## src/rtl/local_port_fifo.sv

```systemverilog
// Purpose: router local-input-port FIFO between a PE injector (Req/Gnt in) and the local arbiter (Req/Gnt out).
// Latency: a packet written at edge T is visible on PacketOut/ReqDnStr after T and can be popped at edge T+1.
// Backpressure: Full (count==DEPTH, pre-edge) refuses pushes; at most one accept per 2 cycles; optional stats via LOCAL_FIFO_STATS_EN.
module local_port_fifo #(
   parameter int packetwidth = 56,
   parameter int DEPTH       = 4,
   parameter int ADDR_W      = 2
) (
   input  logic                   clk,
   input  logic                   reset,
   input  logic                   ReqUpStr,
   input  logic [packetwidth-1:0] PacketIn,
   output logic                   GntUpStr,
   output logic                   Full,
   output logic                   ReqDnStr,
   output logic [packetwidth-1:0] PacketOut,
   input  logic                   GntDnStr,
   output logic [ADDR_W:0]        Occupancy,
   output logic [15:0]            PktInCnt,
   output logic [15:0]            PktOutCnt
);

   localparam logic [ADDR_W:0] LP_DEPTH = (ADDR_W+1)'(DEPTH);

   typedef enum logic {UP_IDLE, UP_GNT} up_state_t;

   up_state_t              r_state;
   up_state_t              w_state_nxt;
   logic                   w_wr_en;
   logic                   w_pop;
   logic [packetwidth-1:0] r_mem [DEPTH];
   logic [ADDR_W-1:0]      r_wr_ptr;
   logic [ADDR_W-1:0]      r_rd_ptr;
   logic [ADDR_W:0]        r_count;
   logic [packetwidth-1:0] r_last;

   // Full is judged on the pre-edge count, so a same-edge pop never frees room for a push.
   assign Full      = (r_count == LP_DEPTH);
   assign ReqDnStr  = (r_count != '0);
   assign w_pop     = ReqDnStr & GntDnStr;
   assign GntUpStr  = (r_state == UP_GNT);
   assign Occupancy = r_count;
   // When empty, show the last popped packet (zero out of reset) instead of a stale slot.
   assign PacketOut = ReqDnStr ? r_mem[r_rd_ptr] : r_last;

   // Upstream FSM state register.
   always_ff @(posedge clk or negedge reset) begin
      if (!reset) r_state <= UP_IDLE;
      else        r_state <= w_state_nxt;
   end

   // Upstream FSM: accept in IDLE when room, then spend one cycle granting (no write there).
   always_comb begin
      w_state_nxt = r_state;
      w_wr_en     = 1'b0;
      case (r_state)
         UP_IDLE: begin
            if (ReqUpStr && !Full) begin
               w_wr_en     = 1'b1;
               w_state_nxt = UP_GNT;
            end
         end
         UP_GNT:  w_state_nxt = UP_IDLE;
         default: w_state_nxt = UP_IDLE;
      endcase
   end

   // Packet storage; contents are don't-care until written, validity is tracked by r_count.
   always_ff @(posedge clk) begin
      if (w_wr_en) r_mem[r_wr_ptr] <= PacketIn;
   end

   // Pointers, occupancy and the held-output register.
   always_ff @(posedge clk or negedge reset) begin
      if (!reset) begin
         r_wr_ptr <= '0;
         r_rd_ptr <= '0;
         r_count  <= '0;
         r_last   <= '0;
      end else begin
         if (w_wr_en) r_wr_ptr <= r_wr_ptr + 1'b1;
         if (w_pop) begin
            r_rd_ptr <= r_rd_ptr + 1'b1;
            r_last   <= r_mem[r_rd_ptr];
         end
         case ({w_wr_en, w_pop})
            2'b10:   r_count <= r_count + 1'b1;
            2'b01:   r_count <= r_count - 1'b1;
            default: r_count <= r_count;
         endcase
      end
   end

`ifdef LOCAL_FIFO_STATS_EN
   logic [15:0] r_in_cnt;
   logic [15:0] r_out_cnt;

   // Free-running accept/forward counters, wrapping at 16 bits.
   always_ff @(posedge clk or negedge reset) begin
      if (!reset) begin
         r_in_cnt  <= '0;
         r_out_cnt <= '0;
      end else begin
         if (w_wr_en) r_in_cnt  <= r_in_cnt + 1'b1;
         if (w_pop)   r_out_cnt <= r_out_cnt + 1'b1;
      end
   end

   assign PktInCnt  = r_in_cnt;
   assign PktOutCnt = r_out_cnt;
`else
   assign PktInCnt  = '0;
   assign PktOutCnt = '0;
`endif

endmodule

```

## config.mk

```make
export PLATFORM = sky130hd
export DESIGN_NAME = local_port_fifo
export DESIGN_NICKNAME = d
export VERILOG_FILES = /design/src/rtl/local_port_fifo.sv
export SDC_FILE = /design/constraint.sdc
export NUM_CORES = 1
export LEC_CHECK = 0
export CAP_MARGIN = 20
export CORE_MARGIN = 2
export CORE_UTILIZATION = 40
export DETAILED_ROUTE_END_ITERATION = 8
export MAX_ROUTING_LAYER = met4
export PLACE_DENSITY_LB_ADDON = 0.2
export SLEW_MARGIN = 15
export SYNTH_ARGS = -nofsm -noshare
export SYNTH_HDL_FRONTEND = slang
export SYNTH_SLANG_ARGS = --single-unit
```

## constraint.sdc

```tcl
create_clock -name clk -period 3.9 [get_ports clk]
set_clock_uncertainty 0.2 [all_clocks]
set_input_delay 0.585 -clock clk [delete_from_list [all_inputs] [get_ports clk]]
set_output_delay 0.585 -clock clk [all_outputs]
set_load 0.005 [all_outputs]
```

==> run summary <==
IO Pins - 154
Cell Area, Synth - 11510 um^2
Yosys cell types - 24
R2r setup slk - 1410 ps
Top_reg_cell synth - edfxtp_1
Setup_tns - 0 ps
Die Area - 30150 um^2
Clk Latency, worst-skew pair - 540 ps
Post-synthesis sequential area ratio - 72.36%
Tcrit/Tclk final - 92.89%
Area contributors post-synth - edfxtp_1, dfrtp_1, mux2_2, mux4_2, buf_4
GPL Wtd Cong - 0.6811
Die Height - 173.6 um
Vias per cell - 4.952
CP arrival - 2840 ps
Post-place setup slack - 838.0 ps
PortBufs - 121
Pwr dens - 794.0 nW/um^2
Max-Cap Viols - 0
Crit-path max FO - 26
Synthesized netlist cell count - 544
Non-Filler Instances - 1094
Post-cts hold buffer count - 0
Lkg Pwr - 4.912 nW
Final WL - 22140 um
Worst VDD drop - 0.3637 mV
Relative slew slack - 37.86%
Synth area leader - edfxtp_1
Critical path class - reg -> out
# DRC - 0
Syn_area_per_cell - 21.16 um^2
CTS max path bufs - 3
EDFF count, synth - 224
Placed cells - 1035
CTS Buf Count - 31
Failing checks - negative hold slack
Top cell type's share of synthesized area - 58.44%
Syn. warnings - 0
Setup violations, final - 0
WP data required - 3120 ps
Synth top cells by count - edfxtp_1, mux2_2, dfrtp_1
Async SR Flop Fraction - 22.22%
Total gr overflow - 0
Number of antenna violations at the first check in global routing - 2
Global-route wire length before repair - 34220 um
Hold_ws - -11.80 ps
Unrepaired setup endpoints after global routing - no
Wire per inst - 20.24 um
Hold crit path type - in -> async
Gr usage total - 15.32%
ANT nets after route - 0
DRT iter0 DRCs - 276
Layout cells sized above 1 - 33.90%
CP endpoint kind - output pin
CTS tree - built
Row count - 62
Post-CTS Setup Bufs - 0
Max-slew violations - 0
CORE AREA - 28550 um^2
Area grow syn2layout - 23.00%
Nets - 750
Clk root buf - clkbuf_16
DP HPWL - 13110 um
Run status - complete, but fails checks
Largest net degree at the start of global routing - 65
Top-count cell post-synth - edfxtp_1
Initial Util - 40.32%
Post-layout minimum cycle time - 3623 ps
Endpoints failing hold - 20
Worst-Margin Slew - 932.1 ps
CTS Sinks - 288
CTS H-Tree Depth - 1
Die Wd - 173.6 um
Register bit total from synthesis - 288
DR pass1 iterations - 4
Cells resized by post-CTS repair - 0
Type of origin of the critical path - flop
Clock-pin slew on the worst setup and hold paths - 60 ps
Final worst setup slack - 277.4 ps
Vias in the first global route - 5909
Via Count - 5418
Fmax - 0.2760 GHz
power by group:
part / internal [mW] / switching, mW / total [mW]
logic: 2.38 / 1.59 / 3.97
clock network: 1.78 / 1.11 / 2.89
registers: 4.09 / 0.292 / 4.38
total: 8.25 / 2.99 / 11.2
area by class of cell:
class | count | area, um^2
Tap cell | 384 | 480.5
Multi-Input combinational cell | 224 | 2879
Antenna cell | 2 | 5.005
Inverter | 6 | 22.52
Timing Repair Buffer | 133 | 1399
Fill cell | 2353 | 14390
Clock buffer | 44 | 894.6
Sequential cell | 288 | 8333
Clock inverter | 13 | 143.9
state kept, by name, indices dropped and copies added (netlist names):
signal and count:
GntUpStr 1, r_wr_ptr 2, Occupancy 3, r_last 56, r_rd_ptr 2, r_mem 224
layout by cell type (no fill, tap or decap), drive strengths merged:
cell,count
conb,32
clkbuf,44
diode,2
mux4,56
mux2,113
clkinv,9
clkinvlp,1
inv,6
edfxtp,224
clkdlybuf4s50,120
ha,5
xnor2,3
fa,1
xor2,3
dfrtp,64
nor2,1
o31a,1
and2,4
nand2,1
buf,13
bufinv,3
or3,1
mux2i,1
nor3b,2
logic make-up after synthesis:
kind of cell / synth area share [%]
DFF: 72.36
muxes: 22.10
buffers and inverters: 3.750
and+or+nand+nor: 0.5109
adders and majority gates: 0.7175
xor gates and xnor gates: 0.4567
other: 0.03258
AOI/OAI and AO/OA: 0.07611
worst max-delay path, cell delays in order (launching register included):
cell and delay (ps):
dfrtp_1 440, or3_2 770, buf_12 290, mux2_2 280, clkdlybuf4s50_1 500
path summary, 6_finish.rpt:
kind,startpoint,endpoint,depth (start not counted)
hold / removal,reset,r_last[39]$_DFFE_PN0P_,1
setup reg to reg,Occupancy[2]$_DFFE_PN0P_,r_mem[3][13]$_DFFE_PP_,4
hold reg to reg,r_last[40]$_DFFE_PN0P_,r_last[40]$_DFFE_PN0P_,1
min in group clk,r_last[40]$_DFFE_PN0P_,r_last[40]$_DFFE_PN0P_,1
setup / recovery,Occupancy[0]$_DFFE_PN0P_,PacketOut[55],4
max in group asynchronous,reset,r_rd_ptr[0]$_DFFE_PN0P_,1
per-layer routing:
metal | share of wire, % | track usage (%) | vias to the layer above
li1 | - | - | 2381
met1 | 43 | 19.69 | 2863
met2 | 50 | 25.33 | 142
met3 | 5.3 | 3.311 | 32
met4 | 1.5 | 3.291 | 0
met5 | 0 | - | -
metrics by stage:
stage,utilization (%),total power [mW],area (um^2)
finish,49.59,11.24,14160
global route,49.59,11.86,14160
CTS,49.57,11.43,14150
detailed placement,45.94,8.494,13110
global placement,45.87,8.361,13090
floorplan,-,6.725,11630
(Power assumes the default switching activity.)
